<file path="src/rtl/sigmoid_rr_scheduler_if.sv">
// Requester/result/core-side bundle for the shared sigmoid scheduler.
// slave = scheduler side, master = the requester/downstream/core environment.
interface sigmoid_rr_scheduler_if #(
    parameter int NREQ = 4,
    parameter int W    = 16,
    parameter int IDW  = 2
);
    logic [NREQ-1:0]   req_valid;
    logic [NREQ*W-1:0] req_x;
    logic [NREQ-1:0]   req_ready;
    logic [W-1:0]      sig_x;
    logic [W-1:0]      sig_y;
    logic              res_valid;
    logic [W-1:0]      res_y;
    logic [IDW-1:0]    res_id;
    logic              res_ready;
    logic              busy;

    modport slave (
        input  req_valid, req_x, sig_y, res_ready,
        output req_ready, sig_x, res_valid, res_y, res_id, busy
    );

    modport master (
        output req_valid, req_x, sig_y, res_ready,
        input  req_ready, sig_x, res_valid, res_y, res_id, busy
    );
endinterface

</file>
<file path="src/rtl/sigmoid_rr_scheduler.sv">
// Round-robin share of one combinational sigmoid core: stage A holds the core
// operand, stage B captures the core result and presents it with backpressure.
module sigmoid_rr_scheduler #(
    parameter int NREQ = 4,
    parameter int W    = 16,
    parameter int IDW  = $clog2(NREQ)
) (
    input  logic                   clk,
    input  logic                   rst,
    sigmoid_rr_scheduler_if.slave  bus
);
    logic           r_a_valid;
    logic [W-1:0]   r_a_x;
    logic [IDW-1:0] r_a_id;
    logic           r_res_valid;
    logic [W-1:0]   r_res_y;
    logic [IDW-1:0] r_res_id;
    logic [IDW-1:0] r_ptr;

    logic           w_stall_b;
    logic           w_a_ready;
    logic           w_found;
    logic [IDW-1:0] w_win_id;
    logic           w_xfer;
    logic [W-1:0]   w_sel_x;

    assign w_stall_b = r_res_valid & ~bus.res_ready;
    // Grants are suppressed during reset so nothing is handed out while state clears.
    assign w_a_ready = (~r_a_valid | ~w_stall_b) & ~rst;

    // Scan starts one past the last winner, so the last winner has lowest priority.
    always_comb begin
        logic [IDW-1:0] idx;
        idx      = '0;
        w_found  = 1'b0;
        w_win_id = '0;
        for (int k = 1; k <= NREQ; k++) begin
            idx = IDW'((int'(r_ptr) + k) % NREQ);
            if (!w_found && bus.req_valid[idx]) begin
                w_found  = 1'b1;
                w_win_id = idx;
            end
        end
    end

    assign w_xfer        = w_a_ready & w_found;
    assign w_sel_x       = bus.req_x[w_win_id*W +: W];
    assign bus.req_ready = w_xfer ? ({{(NREQ-1){1'b0}}, 1'b1} << w_win_id) : '0;

    always_ff @(posedge clk) begin
        if (rst) begin
            r_a_valid   <= 1'b0;
            r_a_x       <= '0;
            r_a_id      <= '0;
            r_res_valid <= 1'b0;
            r_res_y     <= '0;
            r_res_id    <= '0;
            r_ptr       <= IDW'(NREQ - 1);
        end else begin
            if (!w_stall_b) begin
                r_res_valid <= r_a_valid;
                r_res_y     <= bus.sig_y;
                r_res_id    <= r_a_id;
            end
            // sig_x is deliberately left alone when A empties.
            if (w_xfer) begin
                r_a_valid <= 1'b1;
                r_a_x     <= w_sel_x;
                r_a_id    <= w_win_id;
                r_ptr     <= w_win_id;
            end else if (w_a_ready) begin
                r_a_valid <= 1'b0;
            end
        end
    end

    assign bus.sig_x     = r_a_x;
    assign bus.res_valid = r_res_valid;
    assign bus.res_y     = r_res_y;
    assign bus.res_id    = r_res_id;
    assign bus.busy      = r_a_valid | r_res_valid;
endmodule
</file>
<file path="src/flat_wrapper.sv">
// flat-port wrapper written by rule: the top's interface ports become plain ports
module sigmoid_rr_scheduler_flat 
#(
    parameter int NREQ = 4,
    parameter int W    = 16,
    parameter int IDW  = $clog2(NREQ)
)
  (clk, rst, bus_req_valid, bus_req_x, bus_sig_y, bus_res_ready, bus_req_ready, bus_sig_x, bus_res_valid, bus_res_y, bus_res_id, bus_busy);
  sigmoid_rr_scheduler_if #(.NREQ(NREQ), .W(W), .IDW(IDW)) bus_i ();
  input  logic clk;
  input  logic rst;
  input wire logic [$bits(bus_i.req_valid)-1:0] bus_req_valid;
  input wire logic [$bits(bus_i.req_x)-1:0] bus_req_x;
  input wire logic [$bits(bus_i.sig_y)-1:0] bus_sig_y;
  input wire logic [$bits(bus_i.res_ready)-1:0] bus_res_ready;
  output wire logic [$bits(bus_i.req_ready)-1:0] bus_req_ready;
  output wire logic [$bits(bus_i.sig_x)-1:0] bus_sig_x;
  output wire logic [$bits(bus_i.res_valid)-1:0] bus_res_valid;
  output wire logic [$bits(bus_i.res_y)-1:0] bus_res_y;
  output wire logic [$bits(bus_i.res_id)-1:0] bus_res_id;
  output wire logic [$bits(bus_i.busy)-1:0] bus_busy;
  assign bus_i.req_valid = bus_req_valid;
  assign bus_i.req_x = bus_req_x;
  assign bus_i.sig_y = bus_sig_y;
  assign bus_i.res_ready = bus_res_ready;
  assign bus_req_ready = bus_i.req_ready;
  assign bus_sig_x = bus_i.sig_x;
  assign bus_res_valid = bus_i.res_valid;
  assign bus_res_y = bus_i.res_y;
  assign bus_res_id = bus_i.res_id;
  assign bus_busy = bus_i.busy;
  sigmoid_rr_scheduler #(.NREQ(NREQ), .W(W), .IDW(IDW)) u_core (.clk(clk), .rst(rst), .bus(bus_i));
endmodule
</file>
<file path="config.mk">
export PLATFORM = sky130hd
export DESIGN_NAME = sigmoid_rr_scheduler_flat
export DESIGN_NICKNAME = d
export VERILOG_FILES = /design/src/rtl/sigmoid_rr_scheduler_if.sv /design/src/rtl/sigmoid_rr_scheduler.sv /design/src/flat_wrapper.sv
export SDC_FILE = /design/constraint.sdc
export NUM_CORES = 1
export LEC_CHECK = 0
export BUFFER_PORTS_ARGS = -buffer_cell sky130_fd_sc_hd__buf_2
export CAP_MARGIN = 20
export CORE_ASPECT_RATIO = 1.25
export CORE_MARGIN = 4
export CORE_UTILIZATION = 40
export CTS_BUF_LIST = sky130_fd_sc_hd__clkbuf_8
export DETAILED_ROUTE_END_ITERATION = 8
export GPL_ROUTABILITY_DRIVEN = 0
export PLACE_DENSITY_LB_ADDON = 0.05
export SLEW_MARGIN = 20
export SYNTH_ARGS = -nofsm -noshare
export SYNTH_HDL_FRONTEND = slang
export SYNTH_SLANG_ARGS = --single-unit
</file>
<file path="constraint.sdc">
create_clock -name clk -period 1.7 [get_ports clk]
set_input_delay 0.255 -clock clk [delete_from_list [all_inputs] [get_ports clk]]
set_output_delay 0.255 -clock clk [all_outputs]
set_load 0.05 [all_outputs]
</file>
=== Word level (Yosys, flattened, before mapping) ===
Index checks and enable logic that the tools add are counted.

* Add/subtract/negate cells: 4
* Magnitude comparators: 4
* Shift operators: 2
* Muxes and demuxes: 19
* Bitwise logic cells: 9
* Reduce and logical (&&, ||, !) cells: 7

{| class="wikitable"
|+ Operator list
! operator !! count
|-
| $shiftx 64x7->16 || 1
|-
| $lt 2x3->1 const B || 4
|-
| $mux 1 || 10
|-
| $bmux 1 s2 || 4
|-
| $mux 2 || 4
|-
| $add 2x1->2 const B || 2
|-
| $add 2x2->2 const B || 2
|-
| $mux 4 || 1
|-
| $not 1->1 || 4
|-
| $shl 1x2->4 const A || 1
|-
| $and 1x1->1 || 3
|-
| $logic_and 1x1->1 || 3
|-
| $logic_not 1->1 || 3
|-
| $or 1x1->1 || 2
|-
| $reduce_bool 2->1 || 1
|}

* Bits in registers: 40
* Input bits: 87
* Output and inout port bits: 40
* Logic and storage cells: 52

=== Longest topological paths before layout ===
Gate-level depths: netlist of run 1.

* Depth after elaboration: 15
* Depth in mapped cells: 7
* Mapped depth without buffers: 5

=== Least setup slack after synthesis of run 1 ===
No wires, ideal clock.

* Kind: reg2out
* From: register u_core.r_res_valid (netlist: u_core.bus.res_valid)
* To: output bus_req_ready[0]
* Arrival time: 2,054 ps
* Data required time: 1,445 ps
* Path slack: -609 ps
* Cell stages (with the launch flop): 5
* Buffers on the path: 0
* Path through: dfxtp_1 nor2b_1 a211oi_1 nand2b_1 nor2_1

* Longest elaborated chain between the ends: 6

{| class="wikitable"
|+ Ends and longest elaborated chain
! what !! line !! RTL
|-
| start, declared || sigmoid_rr_scheduler.sv:15 || <nowiki>logic r_res_valid;</nowiki>
|-
| start signal, assigned || sigmoid_rr_scheduler.sv:61 || <nowiki>r_res_valid <= r_a_valid;</nowiki>
|-
| $and 1x1->1 || sigmoid_rr_scheduler.sv:27 || <nowiki>assign w_stall_b = r_res_valid & ~bus.res_ready;</nowiki>
|-
| $not 1->1 || sigmoid_rr_scheduler.sv:29 || <nowiki>assign w_a_ready = (~r_a_valid | ~w_stall_b) & ~rst;</nowiki>
|-
| $or 1x1->1 || sigmoid_rr_scheduler.sv:29 ||
|-
| $and 1x1->1 || sigmoid_rr_scheduler.sv:29 ||
|-
| $and 1x1->1 || sigmoid_rr_scheduler.sv:46 || <nowiki>assign w_xfer = w_a_ready & w_found;</nowiki>
|-
| $mux 4 || sigmoid_rr_scheduler.sv:48 || <nowiki>assign bus.req_ready = w_xfer ? ({{(NREQ-1){1'b0}}, 1'b1} << w_win_id) : '0;</nowiki>
|-
| end, declared || flat_wrapper.sv:16 || <nowiki>output wire logic [$bits(bus_i.req_ready)-1:0] bus_req_ready;</nowiki>
|}

No other way between the ends.

=== Worst setup path after layout of run 1 ===
* From: register u_core.r_ptr[0]
* To: register u_core.r_a_x[15] (netlist: u_core.bus.sig_x[15])

* Longest elaborated chain between the ends: 14
* Elaborated cells on any way between the ends: 28
* Classes of those cells: 4 x add/sub; 1 x shift; 16 x mux; 1 x bitwise; 6 x reduce/logical

{| class="wikitable"
|+ Ends and longest elaborated chain
! what !! line !! RTL
|-
| start, declared || sigmoid_rr_scheduler.sv:18 || <nowiki>logic [IDW-1:0] r_ptr;</nowiki>
|-
| start signal, assigned || sigmoid_rr_scheduler.sv:58 || <nowiki>r_ptr <= IDW'(NREQ - 1);</nowiki>
|-
| start signal, assigned || sigmoid_rr_scheduler.sv:70 || <nowiki>r_ptr <= w_win_id;</nowiki>
|-
| $add 2x1->2 || sigmoid_rr_scheduler.sv:38 || <nowiki>idx = IDW'((int'(r_ptr) + k) % NREQ);</nowiki>
|-
| $bmux 1 s2 || sigmoid_rr_scheduler.sv:39 || <nowiki>if (!w_found && bus.req_valid[idx]) begin</nowiki>
|-
| $mux 1 (implied by the code) || sigmoid_rr_scheduler.sv:39 ||
|-
| $mux 1 || sigmoid_rr_scheduler.sv:39 ||
|-
| $logic_not 1->1 || sigmoid_rr_scheduler.sv:39 ||
|-
| $logic_and 1x1->1 || sigmoid_rr_scheduler.sv:39 ||
|-
| $mux 1 || sigmoid_rr_scheduler.sv:39 ||
|-
| $logic_not 1->1 || sigmoid_rr_scheduler.sv:39 ||
|-
| $logic_and 1x1->1 || sigmoid_rr_scheduler.sv:39 ||
|-
| $mux 1 || sigmoid_rr_scheduler.sv:39 ||
|-
| $logic_not 1->1 || sigmoid_rr_scheduler.sv:39 ||
|-
| $logic_and 1x1->1 || sigmoid_rr_scheduler.sv:39 ||
|-
| $mux 2 / $mux 1 (equally long branches) || sigmoid_rr_scheduler.sv:39 ||
|-
| $shiftx 64x7->16 / $and 1x1->1 (equally long branches) || sigmoid_rr_scheduler.sv:47, sigmoid_rr_scheduler.sv:46 ||
|-
| end signal, assigned || sigmoid_rr_scheduler.sv:68 || <nowiki>r_a_x <= w_sel_x;</nowiki>
|-
| end, declared || sigmoid_rr_scheduler.sv:13 || <nowiki>logic [W-1:0] r_a_x;</nowiki>
|}

Several ways; a longest one is shown, not always the timed one. The select of a mux whose other input is x is not followed.
A chain may end at the register's enable or synchronous reset.

==> summary.txt, run 1 <==
status - finished with violations
first-pass GRT wire length - 8.91 mm
Yosys top cell by area - dfxtp_1
initial core utilization - 41.5%
row count - 29
number of global-route vias before repair - 2070
Avg Inst Size Synth - 9.22 sq um
Hold Crit Class - in2reg
Worst Skew - 8.67 ps
CTS tree - done
CP max stage cell - dfxtp_2
die area - 0.00654 sq mm
violated checks - setup timing
vias per inst - 4.91
Leak - 1.66 nW
commonest cells in the synthesized netlist - dfxtp_1, nand2_1, a21oi_1, mux2i_1
H-tree depth - 2
PortBufs - 126
num ports - 127
Post-synth EDFFs - 0
share of cells above drive strength 1 - 56.8%
Synth Register Bits - 40
yosys warns - 0
clock slew at reported path FFs - 80 ps
Max Transition Viols Final - 0
Initial DRC Count - 65
Max Fclk - 555 MHz
DP HPWL - 4.54 mm
Distinct cells, synth - 33
slowest stage delay, CP - 340 ps
Skew-Pair Late Insertion Delay - 290 ps
Slew headroom - 75.7%
Required @ worst endpoint - 1880 ps
Post-synth top flop - dfxtp_1
CTS Root Cell - clkbuf_8
power density over the cells - 1020 mW/mm^2
initial antenna violation count - 0
hold buffers post-CTS - 0
# fillers - 452
wire per inst - 13.2 microns
crit-path cells - and2b_4 -> o21a_4 -> nor3_4 -> buf_6 -> mux2_4 -> a221o_1
Syn-to-layout area delta - 57.8%
Tcrit/Tclk final - 106%
Cell Area, Synth - 0.00212 sq mm
Via Count - 2203
number of diodes - 0
Design Power - 3.41 mW
critical path fanouts, max - 4
clock buffer count from CTS - 5
Yosys top cell area share - 37.8%
first-pass iteration count of the detailed router - 4
Place WS - -172 ps
Nets - 473
hold_ws - 200 ps
fin worst setup slack - -103 ps
GR Util All Layers - 17.2%
Seq/Total Area, Yosys - 37.8%
Post-synth ARST share - 0%
Routed Antenna Nets - 0
CP endpoint kind - flip-flop
clk sinks - 40
Setup Viol. Count Final - 8
max_cap viols - 0
Cells after Synth - 230
Post-Route WL - 5.92 mm
Core Region - 0.00512 sq mm
final hold viol count - 0
top-count cell post-synth - dfxtp_1
Die Width - 73.1 microns
syn nets - 317
Post-route DRC - 0
clk buf depth - 2
startpoint types - flip-flop
VDD IR-drop max - 0.000683 V
Slew @ Worst Pin - 364 ps
RSZ-0062 raised after global routing - true
worst setup path category - reg2reg
Worst Path Arrival - 1990 ps
largest net degree at the start of global routing - 39
GRT overflow - 0
Area contributors post-synth - dfxtp_1, mux2i_1, nand2_1
DIE HEIGHT - 89.4 microns
Tmin final - 1800 ps
-- layout by cell type (no fill, tap or decap), types with 2 or more instances in the layout --
cell	instances
nand3b_1	13
a221o_1	4
o21ai_2	13
mux2i_1	24
o31ai_1	4
nor2_4	4
nor2b_1	2
clkbuf_8	6
nand2_1	38
mux2_2	9
buf_8	2
buf_6	7
buf_2	122
nor2_1	4
dfxtp_1	37
buf_4	29
nand2b_1	2
mux2_4	6
or2_2	2
dfxtp_2	3
nand4_1	4
nand2b_4	2
o21ai_1	5
a21oi_1	24
buf_12	3
-- per-stage QoR --
step / area [sq um] / std cells / utilization, % / setup TNS (ps)
detailed placement: 3030 / 431 / 59.1 / -1220
global route: 3350 / 449 / 65.4 / -1310
floorplan: 2170 / 230 / - / -735
global placement: 3030 / 431 / 59.1 / -816
finish: 3350 / 449 / 65.4 / -611
CTS: 3250 / 444 / 63.5 / -790
-- cell families after synthesis --
logic type,Yosys count,share of synthesized area (%)
AO/OA/AOI/OAI,58,18.8
buffers and inverters,15,4.78
flip-flops,40,37.8
multiplexers,40,19.8
AND/OR/NAND/NOR,77,18.9
-- registers in the layout, indices dropped and copies added (netlist names) --
register              flops
u_core.bus.res_y         16
u_core.bus.sig_x         16
u_core.bus.res_id         2
u_core.r_a_id             2
u_core.r_ptr              2
u_core.bus.res_valid      1
u_core.r_a_valid          1
-- routing by layer --
metal  vias to the layer above  global-route usage [%]  part of all wire (%)
met5                         -                       0                     0
met4                         0                    4.03                  0.66
met3                         5                    4.84                   7.7
met2                        73                    32.0                    52
met1                       982                    19.1                    39
li1                       1143                       -                     -
-- area by class of cell --
| type | instances | area (sq um) | area share, % |
|---|---|---|---|
| clock buffers | 6 | 82.6 | 2.47 |
| clock inverters | 2 | 38.8 | 1.16 |
| multi-input cells | 175 | 1320 | 39.5 |
| flip-flops and latches | 40 | 805 | 24.0 |
| well taps | 62 | 77.6 | 2.32 |
| repair buffers | 164 | 1020 | 30.5 |
-- worst max-delay path: cells and delay by family (launching register included) --
| family | cells | cell delay, ps |
|---|---|---|
| buffers and inverters | 1 | 150 |
| flip-flops | 1 | 340 |
| AO/OA/AOI/OAI | 2 | 540 |
| multiplexers | 1 | 290 |
| AND/OR/NAND/NOR | 2 | 370 |
-- report_power, final --
| group | total, mW | switching, mW | leakage (nW) | internal (mW) |
|---|---|---|---|---|
| combinational | 1.48 | 0.841 | 1.27 | 0.642 |
| sequential | 1.12 | 0.0615 | 0.333 | 1.06 |
| clock | 0.805 | 0.325 | 0.0614 | 0.480 |
-- worst paths after layout --
check	cells past startpoint	slack (ps)	from	endpoint
worst max-delay path	6	-100	u_core.r_ptr[0]	u_core.bus.sig_x[15]
worst min-delay path	3	200	bus_sig_y[14]	u_core.bus.res_y[14]
worst max register to register	6	-100	u_core.r_ptr[0]	u_core.bus.sig_x[15]
worst min register to register	2	450	u_core.bus.res_y[1]	u_core.bus.res_y[1]
-- what timing repair did --
item                       4_1_cts  5_1_grt
pin swaps                        2        4
setup buffers                    5        4
resized for setup               16       11
setup endpoints to repair        8       20
gates cloned                     0        1
No activity file was read; power rests on OpenSTA's default activity.
==> inputs of run 2 (changes only) <==
RECOVER_POWER = 50   (was unset)
==> run 2 against run 1 <==
The flow still finishes with violations (setup timing). Sequential share of layout area rose by 0.25 points. Critical path depth did not move. Count of clock-buffer cells in the layout did not move. Non-clock buffer count did not move. Cell count did not move. Core utilization fell by 0.78 points. Global-route usage did not move. Critical endpoint unchanged. Highest routed layer unchanged.
==> summary.txt, run 2 (synthesis results as in run 1) <==
VDD IR-drop max - 0.000683 V (about the same)
Setup crit start - u_core.r_ptr[0] (unchanged)
GRT overflow - 0 (unchanged)
Worst Skew - 8.53 ps (was 8.67 ps)
commonest non-fill, non-tap cell in the layout - buf_2 (unchanged)
Skew-Pair Late Insertion Delay - 290 ps (about the same)
status - finished with violations (unchanged)
Finished Cell Area - 0.00331 sq mm (was 0.00335 sq mm)
Placed Cells - 431 (unchanged)
Tcrit/Tclk final - 106% (about the same)
initial core utilization - 41.5% (unchanged)
Slew @ Worst Pin - 631 ps (was 364 ps)
Worst Path Arrival - 1990 ps (about the same)
number of diodes - 0 (unchanged)
CTS Root Cell - clkbuf_8 (unchanged)
wire per inst - 13.2 microns (about the same)
Post-route DRC - 0 (unchanged)
Hold Crit Class - in2reg (unchanged)
first-pass iteration count of the detailed router - 4 (unchanged)
total negative slack - -627 ps (was -611 ps)
row count - 29 (unchanged)
busiest grt layer - met2 (unchanged)
Max Transition Viols Final - 0 (unchanged)
reg2reg start - u_core.r_ptr[0] (unchanged)
RSZ-0062 raised after global routing - true (unchanged)
clk buf depth - 2 (unchanged)
clock slew at reported path FFs - 80 ps (about the same)
initial antenna violation count - 0 (unchanged)
DP HPWL - 4.54 mm (unchanged)
DIE HEIGHT - 89.4 microns (unchanged)
Layout Cells excl Fill - 449 (unchanged)
Die Width - 73.1 microns (unchanged)
Via Count - 2202 (was 2203)
Initial DRC Count - 61 (was 65)
clock buffer count from CTS - 5 (unchanged)
PortBufs - 126 (unchanged)
Syn-to-layout area delta - 55.9% (was 57.8%)
Nets - 473 (unchanged)
clk sinks - 40 (unchanged)
hold buffers post-CTS - 0 (unchanged)
max_cap viols - 0 (unchanged)
Worst R2R Setup Slack - -100 ps (about the same)
Tmin final - 1800 ps (about the same)
number of global-route vias before repair - 2070 (unchanged)
Slew headroom - 58.1% (was 75.7%)
most frequent cells in the layout - buf_2, nand2_1, dfxtp_1 (unchanged)
vias per inst - 4.90 (was 4.91)
fin worst setup slack - -103 ps (about the same)
CP endpoint kind - flip-flop (unchanged)
startpoint types - flip-flop (unchanged)
Worst Reg-to-Reg Cells - 6 (unchanged)
Leak - 1.55 nW (was 1.66 nW)
Post-Route WL - 5.93 mm (was 5.92 mm)
CTS tree - done (unchanged)
Core Region - 0.00512 sq mm (unchanged)
worst setup path category - reg2reg (unchanged)
Place WS - -172 ps (unchanged)
Max Fclk - 555 MHz (about the same)
H-tree depth - 2 (unchanged)
RR Endpoint - u_core.bus.sig_x[15] (unchanged)
routing usage on met3 - 4.84% (unchanged)
num ports - 127 (unchanged)
CP endpoint - u_core.bus.sig_x[15] (unchanged)
met1 GRT Util - 19.1% (unchanged)
Setup Viol. Count Final - 13 (was 8)
met2 Use GR - 32.0% (unchanged)
Routed Antenna Nets - 0 (unchanged)
power density over the cells - 1020 mW/mm^2 (about the same)
violated checks - setup timing (unchanged)
GR Util All Layers - 17.2% (unchanged)
critical path fanouts, max - 4 (unchanged)
share of cells above drive strength 1 - 49.1% (was 56.8%)
Area after DPL - 0.00303 sq mm (unchanged)
Required @ worst endpoint - 1880 ps (about the same)
final hold viol count - 0 (unchanged)
die area - 0.00654 sq mm (unchanged)
largest net degree at the start of global routing - 39 (unchanged)
first-pass GRT wire length - 8.91 mm (unchanged)
[run 2: cell types whose count changed in the layout (fill, tap and decap cells not counted), sizes merged]
cell | before | now
buf | 163 | 133
clkbuf | 7 | 37
[run 2: worst max-delay path: stages (launching register included)]
cell and delay (ps):
dfxtp_2 340, and2b_4 200, o21a_4 200, nor3_4 170
buf_6 150, mux2_4 290, a221o_1 340
[run 2: area by class of cell]
cell class	count	area, sq um
clock inverter	2	38.8
timing repair buffer	164	983
sequential	40	803
tap	62	77.6
clock buffer	6	82.6
multi-input combinational	175	1320
fill	467	1810
[run 2: where the power goes]
part	switching (mW)	internal [mW]	total, mW
registers	0.0641	1.06	1.12
clock network	0.325	0.480	0.805
logic	0.842	0.618	1.46
total	1.23	2.16	3.39
[run 2: how the worst min path moves through the flow]
| stage | startpoint | cells past startpoint | endpoint | slack, ps |
|---|---|---|---|---|
| 6_report | bus_sig_y[14] | 3 | u_core.bus.res_y[14] | 200 |
| 5_1_grt | bus_sig_y[14] | 3 | u_core.bus.res_y[14] | 190 |
| 4_1_cts | bus_sig_y[14] | 3 | u_core.bus.res_y[14] | 190 |
| 3_5_place_dp | u_core.bus.res_y[13] | 2 | u_core.bus.res_y[13] | 440 |
| 3_3_place_gp | u_core.bus.res_y[13] | 2 | u_core.bus.res_y[13] | 440 |
| 2_1_floorplan | bus_sig_y[0] | 2 | u_core.bus.res_y[0] | 400 |
[run 2: per-layer routing]
metal	wire length (microns)	up-vias
li1	-	1140
met1	2310	986
met2	3130	71
met3	454	5
met4	39	0
met5	0	-
[run 2: metrics by stage]
stage	power (mW)	utilization, %	hold slack, ps
2_1_floorplan	2.10	-	395
3_3_place_gp	2.48	59.1	436
3_5_place_dp	2.49	59.1	440
4_1_cts	3.37	63.5	190
5_1_grt	3.57	64.6	191
6_report	3.39	64.6	200
[run 2: timing repair]
item | 4_1_cts | 5_1_grt
setup buffers | 5 | 4
setup endpoints to repair | 8 | 20
resized for setup | 16 | 11
pin swaps | 2 | 4
cloned | 0 | 1
endpoints found under the hold margin | 0 | 0
==> inputs of run 3 (changes only) <==
CORE_ASPECT_RATIO = 0.9   (was 1.25)
CORE_UTILIZATION = 48   (was 40)
HOLD_SLACK_MARGIN = 0.03   (was unset)
clock period = 2.2 ns   (was 1.7 ns; I/O delays follow)
==> run 3 against run 2 <==
The run now ends clean. Cell count down 6.0%. Global-route usage up 2.7 points. Register-to-register slack better by 330 ps. Combinational power down 34%. Die area down 15%. Worst hold slack better by 69 ps.
==> summary.txt, run 3 (synthesis results as in run 1) <==
Tmin final - 2050 ps
Worst Path Arrival - 1720 ps (was 1990 ps)
Initial DRC Count - 52 (was 61)
wire per inst - 13.0 microns (was 13.2 microns)
Hold Crit Class - in2reg (unchanged)
CP endpoint kind - output port (was flip-flop)
max_cap viols - 0 (unchanged)
startpoint types - flip-flop (unchanged)
share of cells above drive strength 1 - 50.6% (was 49.1%)
Tcrit/Tclk final - 93.2%
Placed Cells - 410 (was 431)
Nets - 448 (was 473)
first-pass iteration count of the detailed router - 4 (unchanged)
Area after DPL - 0.00281 sq mm (was 0.00303 sq mm)
DP HPWL - 4.16 mm (was 4.54 mm)
vias per inst - 4.99 (was 4.90)
Leak - 1.46 nW (was 1.55 nW)
initial core utilization - 50.7% (was 41.5%)
initial antenna violation count - 0 (unchanged)
die area - 0.00555 sq mm (was 0.00654 sq mm)
largest net degree at the start of global routing - 39 (unchanged)
Post-Route WL - 5.49 mm (was 5.93 mm)
Place WS - 114 ps (was -172 ps)
total negative slack - 0 ps (was -627 ps)
RSZ-0062 raised after global routing - false (was true)
Slew headroom - 56.9% (was 58.1%)
Die Width - 78.1 microns (was 73.1 microns)
Max Fclk - 488 MHz
commonest non-fill, non-tap cell in the layout - buf_2 (unchanged)
Core Region - 0.00418 sq mm (was 0.00512 sq mm)
PortBufs - 126 (unchanged)
Syn-to-layout area delta - 39.3% (was 55.9%)
clock buffer count from CTS - 5 (unchanged)
Design Power - 2.40 mW (was 3.39 mW)
power density over the cells - 814 mW/mm^2 (was 1020 mW/mm^2)
final hold viol count - 0 (unchanged)
clk buf depth - 2 (unchanged)
Layout Cells excl Fill - 422 (was 449)
Max Transition Viols Final - 0 (unchanged)
Worst Skew - 5.88 ps (was 8.53 ps)
most frequent cells in the layout - buf_2, nand2_1, dfxtp_1 (unchanged)
DIE HEIGHT - 71.1 microns (was 89.4 microns)
Via Count - 2107 (was 2202)
number of diodes - 0 (unchanged)
Setup Viol. Count Final - 0 (was 13)
status - completed (was finished with violations)
hold_ws - 269 ps (was 200 ps)
number of global-route vias before repair - 2024 (was 2070)
CTS tree - done (unchanged)
num ports - 127 (unchanged)
GRT overflow - 0 (unchanged)
fin worst setup slack - 150 ps (was -103 ps)
clock slew at reported path FFs - 80 ps (about the same)
Finished Cell Area - 0.00295 sq mm (was 0.00331 sq mm)
row count - 22 (was 29)
critical path fanouts, max - 5 (was 4)
worst setup path category - reg2out (was reg2reg)
first-pass GRT wire length - 8.86 mm (was 8.91 mm)
H-tree depth - 2 (unchanged)
Required @ worst endpoint - 1870 ps (was 1880 ps)
Skew-Pair Late Insertion Delay - 290 ps (about the same)
Slew @ Worst Pin - 647 ps (was 631 ps)
Post-route DRC - 0 (unchanged)
Util after Layout - 70.6% (was 64.6%)
CTS Root Cell - clkbuf_8 (unchanged)
clk sinks - 40 (unchanged)
Routed Antenna Nets - 0 (unchanged)
GR Util All Layers - 19.9% (was 17.2%)
VDD IR-drop max - 0.000639 V (was 0.000683 V)
# fillers - 362 (was 467)
==> run 3: cell types whose count changed in the layout (fill, tap and decap cells not counted), sizes merged <==
cell    previous run  this run
inv                0         1
buf              133       139
clkbuf            37         5
==> run 3: layer usage <==
layer  vias to the layer above  global-route usage, %  part of all wire, %
li1                       1088                      -                    -
met1                       930                   22.9                   40
met2                        82                   34.1                   48
met3                         7                   6.87                   10
met4                         0                   7.38                  1.2
met5                         -                      0                    0
==> run 3: what timing repair did <==
| item | in CTS | in global routing |
|---|---|---|
| hold buffers | 0 | 0 |
| buffers inserted | 4 | 0 |
| setup endpoints to repair | 1 | 4 |
| resized for setup | 0 | 2 |
| pin swaps | 1 | 0 |
==> run 3: layout make-up <==
cell class	count	area, sq um	share of cell area [%]
multi-input cells	175	1230	41.6
flip-flops and latches	40	802	27.1
repair buffers	139	741	25.1
well taps	60	75.1	2.54
clock buffers	5	68.8	2.33
clock inverters	3	38.8	1.31
==> run 3: worst max-delay path, cell delays in order, from the launching register on <==
cell	delay, ps
dfxtp_1	340
and2b_4	200
o21a_2	260
nor3_4	240
buf_4	150
nor2_1	40
buf_2	210
==> run 3: power by group <==
part           internal (mW)  total (mW)  switching, mW
combinational          0.357       0.958          0.601
clock                  0.332       0.580          0.248
sequential             0.817       0.866         0.0492
==> run 3: final timing paths <==
path                              from                   end  slack [ps]  cells after the start
setup / recovery       u_core.r_ptr[0]      bus_req_ready[1]         150                      6
setup reg to reg       u_core.r_ptr[0]  u_core.bus.sig_x[10]         230                      7
hold / removal            bus_sig_y[9]   u_core.bus.res_y[9]         270                      3
hold reg to reg   u_core.bus.res_y[10]  u_core.bus.res_y[10]         450                      2
